<file path="src/rtl/fifo_pair_compare_ctrl_if.sv">
// Read-side bundle between the compare sequencer and the two capture FIFOs.
interface fifo_pair_compare_ctrl_if #(
    parameter int DATA_W  = 8,
    parameter int USEDW_W = 11
);
    logic               a_rdempty;
    logic               b_rdempty;
    logic [USEDW_W-1:0] a_rdusedw;
    logic [USEDW_W-1:0] b_rdusedw;
    logic [DATA_W-1:0]  a_q;
    logic [DATA_W-1:0]  b_q;
    logic               a_rdreq;
    logic               b_rdreq;

    modport master (
        input  a_rdempty, b_rdempty, a_rdusedw, b_rdusedw, a_q, b_q,
        output a_rdreq, b_rdreq
    );

    modport slave (
        output a_rdempty, b_rdempty, a_rdusedw, b_rdusedw, a_q, b_q,
        input  a_rdreq, b_rdreq
    );
endinterface

</file>
<file path="src/rtl/fifo_pair_compare_ctrl.sv">
// Lockstep drain-and-compare sequencer for the bus A / bus B capture FIFOs.
//
// state  | meaning
// IDLE   | stopped, waiting for enable
// WAIT   | waiting for a full frame in both FIFOs, skew timer running
// READ   | FRAME_LEN lockstep reads from both FIFOs
// DRAIN  | no reads; last read word is compared
// REPORT | frame_done pulse, verdict valid
// FLUSH  | FRAME_LEN reads from the leading FIFO only, data discarded
module fifo_pair_compare_ctrl #(
    parameter int DATA_W       = 8,
    parameter int USEDW_W      = 11,
    parameter int FRAME_LEN    = 16,
    parameter int SKEW_TIMEOUT = 1024,
    parameter int STAT_W       = 16
) (
    input  logic                           clk,
    input  logic                           rst,
    input  logic                           enable,
    fifo_pair_compare_ctrl_if.master       fifo,
    output logic                           busy,
    output logic                           frame_done,
    output logic                           frame_match,
    output logic [$clog2(FRAME_LEN+1)-1:0] frame_mis_cnt,
    output logic [$clog2(FRAME_LEN)-1:0]   first_mis_idx,
    output logic [DATA_W-1:0]              first_mis_a,
    output logic [DATA_W-1:0]              first_mis_b,
    output logic                           skew_err,
    output logic [STAT_W-1:0]              frames_total,
    output logic [STAT_W-1:0]              frames_bad,
    output logic [STAT_W-1:0]              skew_events
);

    localparam int IDX_W = $clog2(FRAME_LEN);
    localparam int MIS_W = $clog2(FRAME_LEN + 1);
    localparam int TMR_W = (SKEW_TIMEOUT > 2) ? $clog2(SKEW_TIMEOUT) : 1;

    localparam logic [USEDW_W-1:0] FRAME_LEN_U = USEDW_W'(FRAME_LEN);
    localparam logic [IDX_W-1:0]   RD_LOAD     = IDX_W'(FRAME_LEN - 1);
    localparam logic [TMR_W-1:0]   TMR_LAST    = TMR_W'(SKEW_TIMEOUT - 1);
    localparam logic [STAT_W-1:0]  STAT_MAX    = {STAT_W{1'b1}};

    typedef enum logic [2:0] {
        S_IDLE,
        S_WAIT,
        S_READ,
        S_DRAIN,
        S_REPORT,
        S_FLUSH
    } state_t;

    state_t            state;
    state_t            state_nxt;
    logic              start_read;
    logic              start_flush;
    logic              a_rdy;
    logic              b_rdy;
    logic [IDX_W-1:0]  rd_cnt;
    logic [TMR_W-1:0]  skew_tmr;
    logic              flush_a;
    logic              cmp_vld;
    logic [IDX_W-1:0]  cmp_idx;
    logic              mis_hit;
    logic              have_result;

    // rdusedw only ever under-reports, so a full frame here is safe to read blind
    assign a_rdy   = !fifo.a_rdempty && (fifo.a_rdusedw >= FRAME_LEN_U);
    assign b_rdy   = !fifo.b_rdempty && (fifo.b_rdusedw >= FRAME_LEN_U);
    assign mis_hit = cmp_vld && (fifo.a_q != fifo.b_q);

    assign busy         = (state != S_IDLE);
    assign frame_done   = (state == S_REPORT);
    assign frame_match  = have_result && (frame_mis_cnt == '0);
    assign fifo.a_rdreq = (state == S_READ) || ((state == S_FLUSH) && flush_a);
    assign fifo.b_rdreq = (state == S_READ) || ((state == S_FLUSH) && !flush_a);

    // State register
    always_ff @(posedge clk) begin
        if (rst) state <= S_IDLE;
        else     state <= state_nxt;
    end

    // Next-state decode; READ takes priority over a timer expiring on the same cycle
    always_comb begin
        state_nxt   = state;
        start_read  = 1'b0;
        start_flush = 1'b0;
        case (state)
            S_IDLE: begin
                if (enable) state_nxt = S_WAIT;
            end
            S_WAIT: begin
                if (!enable) begin
                    state_nxt = S_IDLE;
                end else if (a_rdy && b_rdy) begin
                    state_nxt  = S_READ;
                    start_read = 1'b1;
                end else if ((a_rdy ^ b_rdy) && (skew_tmr == TMR_LAST)) begin
                    state_nxt   = S_FLUSH;
                    start_flush = 1'b1;
                end
            end
            S_READ:   if (rd_cnt == '0) state_nxt = S_DRAIN;
            S_DRAIN:  state_nxt = S_REPORT;
            S_REPORT: state_nxt = S_WAIT;
            S_FLUSH:  if (rd_cnt == '0) state_nxt = S_WAIT;
            default:  state_nxt = S_IDLE;
        endcase
    end

    // Read-burst down-counter shared by READ and FLUSH, plus the flush side select
    always_ff @(posedge clk) begin
        if (rst) begin
            rd_cnt  <= '0;
            flush_a <= 1'b0;
        end else begin
            if (start_read || start_flush)
                rd_cnt <= RD_LOAD;
            else if (((state == S_READ) || (state == S_FLUSH)) && (rd_cnt != '0))
                rd_cnt <= rd_cnt - IDX_W'(1);
            if (start_flush)
                flush_a <= a_rdy;
        end
    end

    // Skew timer counts only while exactly one side holds a frame in WAIT
    always_ff @(posedge clk) begin
        if (rst)
            skew_tmr <= '0;
        else if ((state == S_WAIT) && enable && (a_rdy ^ b_rdy) && !start_flush)
            skew_tmr <= skew_tmr + TMR_W'(1);
        else
            skew_tmr <= '0;
    end

    // Compare pipeline: q is valid the cycle after rdreq in a non-show-ahead FIFO
    always_ff @(posedge clk) begin
        if (rst) begin
            cmp_vld       <= 1'b0;
            cmp_idx       <= '0;
            frame_mis_cnt <= '0;
            first_mis_idx <= '0;
            first_mis_a   <= '0;
            first_mis_b   <= '0;
            have_result   <= 1'b0;
        end else begin
            cmp_vld <= (state == S_READ);
            if (start_read) begin
                cmp_idx       <= '0;
                frame_mis_cnt <= '0;
                first_mis_idx <= '0;
                first_mis_a   <= '0;
                first_mis_b   <= '0;
                have_result   <= 1'b0;
            end else begin
                if (cmp_vld) begin
                    cmp_idx <= cmp_idx + IDX_W'(1);
                    if (mis_hit) begin
                        frame_mis_cnt <= frame_mis_cnt + MIS_W'(1);
                        if (frame_mis_cnt == '0) begin
                            first_mis_idx <= cmp_idx;
                            first_mis_a   <= fifo.a_q;
                            first_mis_b   <= fifo.b_q;
                        end
                    end
                end
                if (state == S_DRAIN)
                    have_result <= 1'b1;
            end
        end
    end

    // Statistics; frame counters step leaving DRAIN so they are current while frame_done is high
    always_ff @(posedge clk) begin
        if (rst) begin
            frames_total <= '0;
            frames_bad   <= '0;
            skew_events  <= '0;
            skew_err     <= 1'b0;
        end else begin
            skew_err <= start_flush;
            if (start_flush && (skew_events != STAT_MAX))
                skew_events <= skew_events + STAT_W'(1);
            if (state == S_DRAIN) begin
                if (frames_total != STAT_MAX)
                    frames_total <= frames_total + STAT_W'(1);
                if (((frame_mis_cnt != '0) || mis_hit) && (frames_bad != STAT_MAX))
                    frames_bad <= frames_bad + STAT_W'(1);
            end
        end
    end

endmodule

</file>
<file path="src/flat_wrapper.sv">
// flat-port wrapper written by rule: the top's interface ports become plain ports
module fifo_pair_compare_ctrl_flat 
#(
    parameter int DATA_W       = 8,
    parameter int USEDW_W      = 11,
    parameter int FRAME_LEN    = 16,
    parameter int SKEW_TIMEOUT = 1024,
    parameter int STAT_W       = 16
)
  (clk, rst, enable, busy, frame_done, frame_match, frame_mis_cnt, first_mis_idx, first_mis_a, first_mis_b, skew_err, frames_total, frames_bad, skew_events, fifo_a_rdempty, fifo_b_rdempty, fifo_a_rdusedw, fifo_b_rdusedw, fifo_a_q, fifo_b_q, fifo_a_rdreq, fifo_b_rdreq);
  fifo_pair_compare_ctrl_if #(.DATA_W(DATA_W), .USEDW_W(USEDW_W)) fifo_i ();
  input  logic clk;
  input  logic rst;
  input  logic enable;
  output logic busy;
  output logic frame_done;
  output logic frame_match;
  output logic [$clog2(FRAME_LEN+1)-1:0] frame_mis_cnt;
  output logic [$clog2(FRAME_LEN)-1:0] first_mis_idx;
  output logic [DATA_W-1:0] first_mis_a;
  output logic [DATA_W-1:0] first_mis_b;
  output logic skew_err;
  output logic [STAT_W-1:0] frames_total;
  output logic [STAT_W-1:0] frames_bad;
  output logic [STAT_W-1:0] skew_events;
  input wire logic [$bits(fifo_i.a_rdempty)-1:0] fifo_a_rdempty;
  input wire logic [$bits(fifo_i.b_rdempty)-1:0] fifo_b_rdempty;
  input wire logic [$bits(fifo_i.a_rdusedw)-1:0] fifo_a_rdusedw;
  input wire logic [$bits(fifo_i.b_rdusedw)-1:0] fifo_b_rdusedw;
  input wire logic [$bits(fifo_i.a_q)-1:0] fifo_a_q;
  input wire logic [$bits(fifo_i.b_q)-1:0] fifo_b_q;
  output wire logic [$bits(fifo_i.a_rdreq)-1:0] fifo_a_rdreq;
  output wire logic [$bits(fifo_i.b_rdreq)-1:0] fifo_b_rdreq;
  assign fifo_i.a_rdempty = fifo_a_rdempty;
  assign fifo_i.b_rdempty = fifo_b_rdempty;
  assign fifo_i.a_rdusedw = fifo_a_rdusedw;
  assign fifo_i.b_rdusedw = fifo_b_rdusedw;
  assign fifo_i.a_q = fifo_a_q;
  assign fifo_i.b_q = fifo_b_q;
  assign fifo_a_rdreq = fifo_i.a_rdreq;
  assign fifo_b_rdreq = fifo_i.b_rdreq;
  fifo_pair_compare_ctrl #(.DATA_W(DATA_W), .USEDW_W(USEDW_W), .FRAME_LEN(FRAME_LEN), .SKEW_TIMEOUT(SKEW_TIMEOUT), .STAT_W(STAT_W)) u_core (.clk(clk), .rst(rst), .enable(enable), .fifo(fifo_i), .busy(busy), .frame_done(frame_done), .frame_match(frame_match), .frame_mis_cnt(frame_mis_cnt), .first_mis_idx(first_mis_idx), .first_mis_a(first_mis_a), .first_mis_b(first_mis_b), .skew_err(skew_err), .frames_total(frames_total), .frames_bad(frames_bad), .skew_events(skew_events));
endmodule
</file>
<file path="config.mk">
export PLATFORM = sky130hd
export DESIGN_NAME = fifo_pair_compare_ctrl_flat
export DESIGN_NICKNAME = d
export VERILOG_FILES = /design/src/rtl/fifo_pair_compare_ctrl_if.sv /design/src/rtl/fifo_pair_compare_ctrl.sv /design/src/flat_wrapper.sv
export SDC_FILE = /design/constraint.sdc
export NUM_CORES = 1
export LEC_CHECK = 0
export ABC_AREA = 1
export CORE_UTILIZATION = 45
export DETAILED_ROUTE_END_ITERATION = 8
export PLACE_DENSITY_LB_ADDON = 0.1
export SLEW_MARGIN = 0
export SYNTH_ARGS = -nofsm -noshare
export SYNTH_HDL_FRONTEND = slang
export SYNTH_SLANG_ARGS = --single-unit
</file>
<file path="constraint.sdc">
create_clock -name clk -period 2.1 [get_ports clk]
set_input_delay 0.63 -clock clk [delete_from_list [all_inputs] [get_ports clk]]
set_output_delay 0.63 -clock clk [all_outputs]
set_load 0.005 [all_outputs]
</file>
==> results.md, run 1 <==
* Clock root buffer master: clkbuf_8
* Peak VDD IR at between 0.0003 and 0.0004 V
* Power Internal at about 2.9 mW
* Fin crit period at 2.057 ns
* I/O pin count at 122
* Final-report setup violation count at 0
* Clock Path Buffers at 2
* Gate power share at 0.088
* Placed cell areas at between 6000 and 7000 µm²
* Nets at 906
* YS warnings at 0
* Max Cap Violations at 0
* Area fraction in compound gates after synthesis at 0.09874
* First-pass GRT wire length at 20400 µm
* Critical path type: in -> reg
* Seq/Total Area, Yosys at 0.3950
* Design Area, Final at 6905 µm²
* Antenna diodes at 0
* Final Hold Viols at 0
* Post-route setup TNS at 0 ns
* Synthesized cell area at approximately 5000 µm²
* Switching Share at 0.2293
* Pins Over Slew Limit at 0
* Distinct cells, synth at 38
* Synth top cells by count: nor2_1 (135), nand2_1 (133), dfxtp_1 (98)
* Worst Setup EP: u_core.skew_events[12]$_SDFFE_PP0P_
* Vias/cell at 4.996
* Drt wl/cell at 12.61 µm
* Routed Antenna Nets at 0
* Grt ovf at 0
* Max FO, Critical Path at 5
* P_leak at 2.754 nW
* Starting density of the core at 0.4727
* Period utilisation layout at 0.9797
* Initial antenna violation count at 0
* Layout fillers at 926
* Post-synthesis mux area share at 0
* Num rows at 37
* Largest net degree at the start of global routing at 27
* Crit path required time at 2.40 ns
* H-tree depth at 3
* Vias post-DR at 4971
* Cells taking the most area after synthesis: dfxtp_1 (39%), nor2_1 (10%), nand2_1 (10%), inv_1 (5.8%), nand3_1 (4.5%)
* Status: completed
* Sink Count at 98
* Worst setup EP type: flop
* Worst r2r dst: u_core.skew_events[4]$_SDFFE_PP0P_
* RSZ-0062 raised after global routing: yes
* Worst R2R Setup Slack at 0.15 ns
* Path depth of the worst reg2reg path at 12
* Syn Area/Cell at 7.026 µm²
* Syn Inst Count at roughly 710
* Hold WC Path Type: reg -> reg
* Top cell type's share of synthesized area at 0.3950
* Vias in the first global route at 4645
* Port buffer count at ~110
* Core Area at 10510 µm²
* Critical path startpoint category: input pin
* Main combinational cell family by area after synthesis: simple AND/OR/NAND/NOR gates
* GPL Wtd Cong at around 0.85
* Worst skew pair latency at 0.36 ns
* Post-synth EDFFs at 0
* Final Skew at 0.008200 ns
* Power Dens Cells at roughly 540 nW/µm²
* Primary FF master, synth: dfxtp_1
* Critical Path Source: fifo_b_rdusedw[6]
* DR pass1 iterations at 5
* Synth Net Count at 759
* Least-Margin Pin Slew at just under 0.5 ns
* DRC at 0
* Final Hold Slack at between 0.4 and 0.5 ns
* Switching power at 0.8514 mW
* Reg2reg start: u_core.skew_events[0]$_SDFFE_PP0P_
* Synth Area in Adders at 0.02267
* Clk pwr share at 0.404
* Ys async rst share at 0
* Die width at 107.1 µm
* Proportion of layout cells with a drive suffix above 1 at 0.1525
* Slew headroom at 0.6661
* Initial DRC count at slightly below 300
* Die H at between 100 and 150 µm
* Area share of and/or/nand/nor cells after synthesis at 0.3496
* CTS tree: yes
* Post-Synth XOR/XNOR Area at 0.05290
* Sequential power share at 0.509
* Area leader, netlist: dfxtp_1
* Tot GR Track Use at 0.2196
* Final wirelength at 12550 µm
* Area growth syn-to-layout at 39.02%
* Detailed Place HPWL at 8919 µm
* Worst endpoint data arrival time at 2.35 ns
* CTS clk-pin slew, worst paths at around 0.090 ns
* Die Area at 11460 µm²
* Top-count cell post-synth: nor2_1
* Fmax achieved at roughly 490 MHz
* Num CTS Buffers at 9
* #FFs+latches synth at 98
==> timing repair <==
action	in CTS	in global routing
setup buffers	5	5
setup endpoints to repair	69	51
gates resized for setup	50	27
hold buffers	0	0
gates cloned	2	0
pin swaps	16	10
==> area by class of cell <==
class,instances,area [µm²],area share
Multi-Input combinational cell,511,2739,0.3966
Sequential cell,98,1972,0.2856
Timing Repair Buffer,152,1456,0.2109
Inverter,82,319.1,0.04620
Tap cell,136,170.2,0.02464
Clock buffer,10,137.6,0.01993
Clock inverter,6,111.4,0.01613
==> power groups by stage <==
stage | logic [mW] | clock network, mW | registers [mW]
6_report | 0.326 | 1.50 | 1.89
5_1_grt | 0.356 | 1.62 | 1.89
4_1_cts | 0.314 | 1.54 | 1.89
3_5_place_dp | 0.301 | 0 | 1.93
3_3_place_gp | 0.294 | 0 | 1.93
2_1_floorplan | 0.137 | 0 | 1.93
==> routing by layer <==
metal	global-route usage	wire (µm)
met5	0	0
met4	0.07241	137
met3	0.06018	802
met2	0.3862	6192
met1	0.2562	5415
==> per-stage QoR <==
stage	setup slack, ns	cells	util	power (mW)
finish	0.04273	995	0.6571	3.713
CTS	0.003411	990	0.6464	3.741
global placement	-0.6299	967	0.6159	2.224
global route	-0.05977	995	0.6571	3.869
detailed placement	-0.7750	967	0.6159	2.231
floorplan	-0.07183	707	-	2.066
==> sequential cells by signal, summed over array words and instances (netlist names), 4 cells and up <==
register / count
u_core.frames_total: 16
u_core.frames_bad: 16
u_core.first_mis_b: 8
u_core.skew_events: 16
u_core.first_mis_idx: 4
u_core.first_mis_a: 8
u_core.cmp_idx: 4
u_core.skew_tmr: 10
u_core.rd_cnt: 4
u_core.frame_mis_cnt: 5
==> layout by cell type (no fill, tap or decap), types with 15 or more instances in the layout <==
cell type / Yosys / final
dfxtp_1: 98 / 94
inv_1: 77 / 75
nand2_2: 13 / 15
nand3_1: 45 / 42
nor2_1: 135 / 132
o21ai_0: 37 / 35
clkdlybuf4s50_1: 0 / 93
buf_4: 0 / 35
nand2_1: 133 / 131
a21oi_1: 34 / 33
xor2_1: 19 / 19
==> worst max-delay path, cell delays in order <==
cell and delay [ns]:
dlygate4sd2_1 0.24, nor3_2 0.16, a21oi_1 0.08, ha_1 0.31, nand3_2 0.06, nand3b_4 0.19, nor2_8 0.18, clkinvlp_4 0.18
o21ai_2 0.14, nand2_1 0.06, a21oi_1 0.11
==> worst min-delay path by stage <==
stage | startpoint | end | slack (ns) | cells past startpoint
detailed placement | u_core.skew_tmr[0]$_SDFF_PP0_ | u_core.skew_tmr[0]$_SDFF_PP0_ | 0.44 | 1
floorplan | u_core.skew_tmr[0]$_SDFF_PP0_ | u_core.skew_tmr[0]$_SDFF_PP0_ | 0.42 | 1
CTS | u_core.skew_tmr[0]$_SDFF_PP0_ | u_core.skew_tmr[0]$_SDFF_PP0_ | 0.45 | 1
finish | u_core.skew_tmr[0]$_SDFF_PP0_ | u_core.skew_tmr[0]$_SDFF_PP0_ | 0.46 | 1
global route | u_core.skew_tmr[0]$_SDFF_PP0_ | u_core.skew_tmr[0]$_SDFF_PP0_ | 0.49 | 1
global placement | u_core.skew_tmr[0]$_SDFF_PP0_ | u_core.skew_tmr[0]$_SDFF_PP0_ | 0.43 | 1
==> cell families (layout without fill, tap and decap cells) <==
kind of cell | Yosys count | count (layout)
simple gates | 382 | 384
fa+ha+maj | 9 | 9
xor+xnor | 30 | 30
flops | 98 | 98
compound gates | 88 | 88
buf+inv | 100 | 250
No activity file was read; power rests on OpenSTA's default activity.
==> inputs of run 2 (changes only) <==
Settings changed: CORE_UTILIZATION 45 to 50.
Clock period 2.1 ns to 1.9 ns, I/O delays scaled along.
==> run 2 against run 1 <==
The run now ends with setup timing left. Wire length increased by 2.8%. Flip-flop and latch count stayed put. Cell area is 3.2% higher. Clock skew increased by 0.0014 ns. Setup slack lost 0.23 ns. First-iteration DRC count shrank 61%. Register-to-register slack got worse by 0.16 ns. Sequential share of layout area decreased by 0.38 points. Die area shrank 9.8%. Sequential power is 11% higher. Final cell count rose by 0.40%. Worst hold slack better by 0.0068 ns. Largest cell class unchanged. Highest routed layer unchanged.
==> results.md, run 2 (synthesized netlist as in run 1, its figures left out) <==
* Drt wl/cell at 12.92 µm
* Vias/cell at around 5
* Finished Layout Cells at approximately 1000
* Final-report setup violation count at 32
* Power Dens Cells at 552.8 nW/µm²
* Tot GR Track Use at 0.2498
* DP Worst Slack at -0.8847 ns
* Core Area at 9684 µm²
* Num rows at 36
* Final Hold Viols at 0
* Crit path required time at 2.16 ns
* Pins Over Slew Limit at 0
* Biggest regs: u_core.frames_bad: 16 flops, u_core.frames_total: 16 flops, u_core.skew_events: 16 flops
* CTS Hold Bufs at 0
* DR pass1 iterations at 4
* I/O pin count at 122
* H-tree depth at 3
* Slew headroom at 0.6306
* Clock root buffer master: clkbuf_8
* RSZ-0062 raised after global routing: yes
* Max FO, Critical Path at 5
* Area growth syn-to-layout at 43.48%
* CP Cell Sequence: buf_6, nor4_4, a21oi_2, ha_1, nand3_1, nand3b_4, nor2_8, clkinvlp_4, buf_6, nand4_4, nor2_1
* Hold path depth at 1
* CP max stage delay at 0.31 ns
* Worst endpoint data arrival time at 2.34 ns
* Most frequent cells in the layout: nand2_1 (128), nor2_1 (123), clkdlybuf4s50_1 (74)
* Critical path type: in -> reg
* Vias in the first global route at about 4800
* Largest net degree at the start of global routing at 23
* Detailed Place HPWL at a little under 9000 µm
* Routed Antenna Nets at 0
* CTS tree: yes
* Failing checks: setup timing
* Layout fillers at 762
* Peak VDD IR at 0.0004120 V
* Fin crit period at 2.085 ns
* DRC at 0
* Die Area at 10340 µm²
* Fmax achieved at 479.5 MHz
* Final wirelength at 12900 µm
* Die width at 101.7 µm
* Switching power at around 0.95 mW
* Max Cap Violations at 0
* Clk pwr share at 0.377
* Initial antenna violation count at 0
* Initial DRC count at 115
* Path depth of the worst reg2reg path at 12
* Multi-input logic area at between 2000 and 3000 µm²
* Final Skew at 0.009576 ns
* Switching Share at 0.2399
* Starting density of the core at 0.5129
* Sink Count at roughly 100
* Worst setup EP type: flop
* CTS clk-pin slew, worst paths at ~0.10 ns
* Final worst slack at -0.1854 ns
* Port buffer count at 113
* Die H at ~100 µm
* Clock Path Buffers at 2
* Final Hold Slack at about 0.46 ns
* Gate power share at 0.093
* Sequential power share at 0.530
* Status: finished with violations
* Worst skew pair latency at 0.35 ns
* First-pass GRT wire length at 20820 µm
* Worst path most repeated cell: buf_6
* Num CTS Buffers at 9
* Grt ovf at 0
* Critical path startpoint category: input pin
* Period utilisation layout at 1.098
* Vias post-DR at ~5000
* Placed Instances at about 980
* Total area of sequential cells at 2008 µm²
* Least-Margin Pin Slew at 0.5499 ns
* Nets at between 900 and 1000
* CP max stage cell: ha_1
* Antenna diodes at 0
* Proportion of layout cells with a drive suffix above 1 at 0.2263
* Hold WC Path Type: reg -> reg
* Power Internal at about 3 mW
* P_leak at between 2 and 3 nW
* Most common cell after layout, fill and taps aside: nand2_1
* GPL Wtd Cong at 0.8955
[run 2: changes by cell type in the layout (fill, tap and decap cells not counted), moves of 9 or more]
cell	change
dfxtp_1	-31
dfxtp_2	+32
nor2_1	-9
dlymetal6s2s_1	+16
clkdlybuf4s50_1	-19
[run 2: power by group through the flow]
stage | sequential, mW | clock (mW) | combinational [mW]
3_5_place_dp | 2.13 | 0 | 0.346
5_1_grt | 2.09 | 1.62 | 0.402
6_report | 2.09 | 1.49 | 0.367
2_1_floorplan | 2.13 | 0 | 0.153
4_1_cts | 2.09 | 1.51 | 0.356
3_3_place_gp | 2.13 | 0 | 0.340
[run 2: worst paths after layout]
check,slack (ns),endpoint,start
setup / recovery,-0.19,u_core.skew_tmr[2]$_SDFF_PP0_,fifo_a_rdusedw[5]
hold / removal,0.46,u_core.skew_tmr[0]$_SDFF_PP0_,u_core.skew_tmr[0]$_SDFF_PP0_
setup reg to reg,-0.01,u_core.skew_events[2]$_SDFFE_PP0P_,u_core.skew_events[1]$_SDFFE_PP0P_
hold reg to reg,0.46,u_core.skew_tmr[0]$_SDFF_PP0_,u_core.skew_tmr[0]$_SDFF_PP0_
[run 2: critical path, delay by kind of cell]
kind | cells | cell delay, ns
adder cells (fa/ha/maj) | 1 | 0.31
AO/OA/AOI/OAI | 1 | 0.11
AND/OR/NAND/NOR | 6 | 0.90
buffers and inverters | 3 | 0.44
[run 2: area by class of cell]
class	count	share of cell area
clock inverters	6	0.01264
flip-flops and latches	98	0.2818
multi-input cells	511	0.3994
inverters	82	0.04442
well taps	133	0.02335
repair buffers	159	0.2205
clock buffers	10	0.01791
[run 2: through the flow]
step	cell area [µm²]	utilization	power, mW	TNS (ns)
floorplan	5001	-	2.285	-4.169
global placement	6541	0.6755	2.472	-43.10
detailed placement	6541	0.6755	2.480	-48.08
CTS	6948	0.7174	3.949	-0.7804
global route	7127	0.7359	4.110	-7.068
finish	7127	0.7359	3.940	-3.942
[run 2: repair_timing]
| item | CTS | global route |
|---|---|---|
| pin swaps | 26 | 12 |
| setup buffers | 3 | 3 |
| gates resized for setup | 105 | 71 |
| setup endpoints to repair | 86 | 108 |
| gates cloned | 2 | 1 |
[run 2: metal layers]
| layer | vias up | routed length (µm) | global-route usage |
|---|---|---|---|
| met5 | - | 0 | 0 |
| met4 | 0 | 212 | 0.09142 |
| met3 | 22 | 675 | 0.04348 |
| met2 | 128 | 6365 | 0.4496 |
| met1 | 2293 | 5650 | 0.2961 |
| li1 | 2562 | - | - |
==> inputs of run 3 (changes only) <==
Settings changed: REMOVE_ABC_BUFFERS set to 1, TNS_END_PERCENT set to 50.
==> run 3 against run 2 <==
The run still ends with setup timing left. Global-route usage fell by 1.9 points. Clock power fell by 9%. First-iteration DRC count rose by 51%. Setup slack improved by 0.041 ns. Power fell by 3.3%. Clock skew fell by 0.0034 ns. Cell area fell by 0.81%. Sequential power barely moved. Fmax rose by 2.0%. Sequential share of layout area rose by 0.11 points. Wire length fell by 6.1%. Largest cell class unchanged.
==> results.md, run 3 (synthesized netlist as in run 1, its figures left out) <==
* Final Hold Viols at 0
* Worst setup EP type: flop
* DR pass1 iterations at 5
* Antenna diodes at 0
* Fmax achieved at 489.2 MHz
* Worst r2r dst: u_core.skew_events[11]$_SDFFE_PP0P_
* CTS tree: yes
* Nets at 917
* Die H at 101.7 µm
* Failing checks: setup timing
* Peak VDD IR at 0.0003589 V
* Reg2reg start: u_core.skew_events[1]$_SDFFE_PP0P_
* Vias post-DR at 4914
* Worst R2R Setup Slack at -0.06 ns
* Clock Path Buffers at 2
* Worst Setup EP: u_core.skew_events[1]$_SDFFE_PP0P_
* CP Depth at 11
* Critical path startpoint category: input pin
* GPL Wtd Cong at 0.8711
* Hold WC Path Type: reg -> reg
* Slew headroom at 0.6341
* Clock root buffer master: clkbuf_8
* GR Util met1 at 0.2986
* Total Power at 3.810 mW
* Fin crit period at 2.044 ns
* Starting density of the core at 0.5129
* Worst path most repeated cell: buf_6
* Crit path required time at between 2 and 2.5 ns
* Num rows at 36
* Pins Over Slew Limit at 0
* RSZ-0062 raised after global routing: yes
* Status: finished with violations
* Critical Path Source: fifo_a_rdusedw[7]
* Vias/cell at a little under 5
* Largest net degree at the start of global routing at 22
* Final Skew at 0.006192 ns
* Tot GR Track Use at 0.2303
* Critical path type: in -> reg
* Layout fillers at 775
* CP top delay family: simple AND/OR/NAND/NOR gates
* Routed Antenna Nets at 0
* H-tree depth at 3
* Met2 global-route usage at 0.3909
* Global routing's busiest layer: met2
* Area growth syn-to-layout at 42.32%
* Core Area at 9684 µm²
* Worst skew pair latency at 0.36 ns
* Initial DRC count at about 170
* Detailed Place HPWL at 8887 µm
* Initial antenna violation count at 0
* Die width at 101.7 µm
* Max FO, Critical Path at 7
* Sink Count at just under 100
* Met3 usage at 0.03175
* Grt ovf at 0
* Final worst slack at -0.1443 ns
* Period utilisation layout at 1.076
* Most common cell after layout, fill and taps aside: nand2_1
* Least-Margin Pin Slew at 0.5447 ns
* DRC at 0
* Final wirelength at 12120 µm
* Port buffer count at 113
* Power Dens Cells at about 540 nW/µm²
* Max Cap Violations at 0
* First-pass GRT wire length at 19040 µm
* Path depth of the worst reg2reg path at 12
* Biggest regs: u_core.frames_bad: 16 flops, u_core.frames_total: 16 flops, u_core.skew_events: 16 flops
* CTS clk-pin slew, worst paths at 0.09 ns
* Final Util at 0.7300
* Final-report setup violation count at 19
* CP max stage cell: ha_4
* Crit path buffers/inverters at 2
* CP max stage delay at 0.29 ns
* Most frequent cells in the layout: nand2_1 (128), nor2_1 (123), clkdlybuf4s50_1 (88)
* Die Area at roughly 10000 µm²
* Vias in the first global route at approximately 4400
* CTS Hold Bufs at 0
* CP Cell Sequence: buf_6, nor4_4, a21oi_2, ha_4, nand3_2, nand3b_4, nor2_8, nand2_8, buf_6, o21ai_1, nor2_1
* Num CTS Buffers at 9
* Proportion of layout cells with a drive suffix above 1 at 0.2092
* Drt wl/cell at 12.08 µm
* I/O pin count at between 100 and 150
* P_leak at about 2.9 nW
* Worst endpoint data arrival time at 2.30 ns
## run 3: cell types whose count changed in the layout (fill, tap and decap cells not counted), sizes merged, moves of 2 or more
cell	change
dlygate4sd2	-2
clkbuf	+5
buf	+5
clkdlybuf4s15	+2
dlymetal6s2s	-14
clkinvlp	-2
clkdlybuf4s50	+14
## run 3: how the worst min path moves through the flow
stage                     cells past startpoint                     startpoint  slack, ns                             to
after floorplan                               1  u_core.skew_tmr[0]$_SDFF_PP0_       0.42  u_core.skew_tmr[0]$_SDFF_PP0_
after global placement                        1  u_core.skew_tmr[0]$_SDFF_PP0_       0.43  u_core.skew_tmr[0]$_SDFF_PP0_
after detailed placement                      1  u_core.skew_tmr[0]$_SDFF_PP0_       0.45  u_core.skew_tmr[0]$_SDFF_PP0_
after CTS                                     1  u_core.skew_tmr[0]$_SDFF_PP0_       0.46  u_core.skew_tmr[0]$_SDFF_PP0_
after global routing                          1  u_core.skew_tmr[0]$_SDFF_PP0_       0.47  u_core.skew_tmr[0]$_SDFF_PP0_
final                                         1  u_core.skew_tmr[0]$_SDFF_PP0_       0.46  u_core.skew_tmr[0]$_SDFF_PP0_
## run 3: worst register-to-register path, stage by stage (launching register included)
cell and delay [ns]:
dfxtp_1 0.39, ha_1 0.23, nand2_1 0.11, nor2_1 0.18, nand2_2 0.14, nor2_4 0.15
nand4_4 0.19, nand2_8 0.17, clkinv_8 0.09, nand2_4 0.07, nand2_2 0.05, nand2_1 0.07
nor2_1 0.04
## run 3: metal layers
metal | wire length (µm) | vias up
li1 | - | 2577
met1 | 5647 | 2226
met2 | 5879 | 98
met3 | 449 | 13
met4 | 145 | 0
met5 | 0 | -
## run 3: through the flow
step / setup TNS [ns] / instance area (µm²) / cells / setup slack (ns) / hold slack (ns)
2_1_floorplan: -16.46 / 4875 / 689 / -0.5133 / 0.4176
3_3_place_gp: -42.51 / 6550 / 977 / -0.7712 / 0.4281
3_5_place_dp: -49.14 / 6550 / 977 / -0.8808 / 0.4460
4_1_cts: -0.5938 / 6914 / 998 / -0.08500 / 0.4592
5_1_grt: -2.832 / 7069 / 1003 / -0.1854 / 0.4744
6_report: -0.8193 / 7069 / 1003 / -0.1443 / 0.4601
## run 3: power breakdown
group,internal [mW],switching (mW),leakage [nW]
clock network,0.682,0.673,0.101
registers,2.07,0.0129,0.804
logic,0.189,0.183,1.95
## run 3: final cells by class
type                    count  area, µm²  share of cell area
flip-flops and latches     98       1999              0.2828
repair buffers            165       1582              0.2237
multi-input cells         509       2801              0.3963
clock buffers              14      162.7             0.02301
inverters                  82      322.8             0.04566
clock inverters             2      35.03            0.004956
well taps                 133      166.4             0.02354
## run 3: timing repair
action | in CTS | in global routing
endpoints found under the setup margin | 84 | 83
gates resized for setup | 100 | 57
pin swaps | 16 | 23
setup buffers | 5 | 5
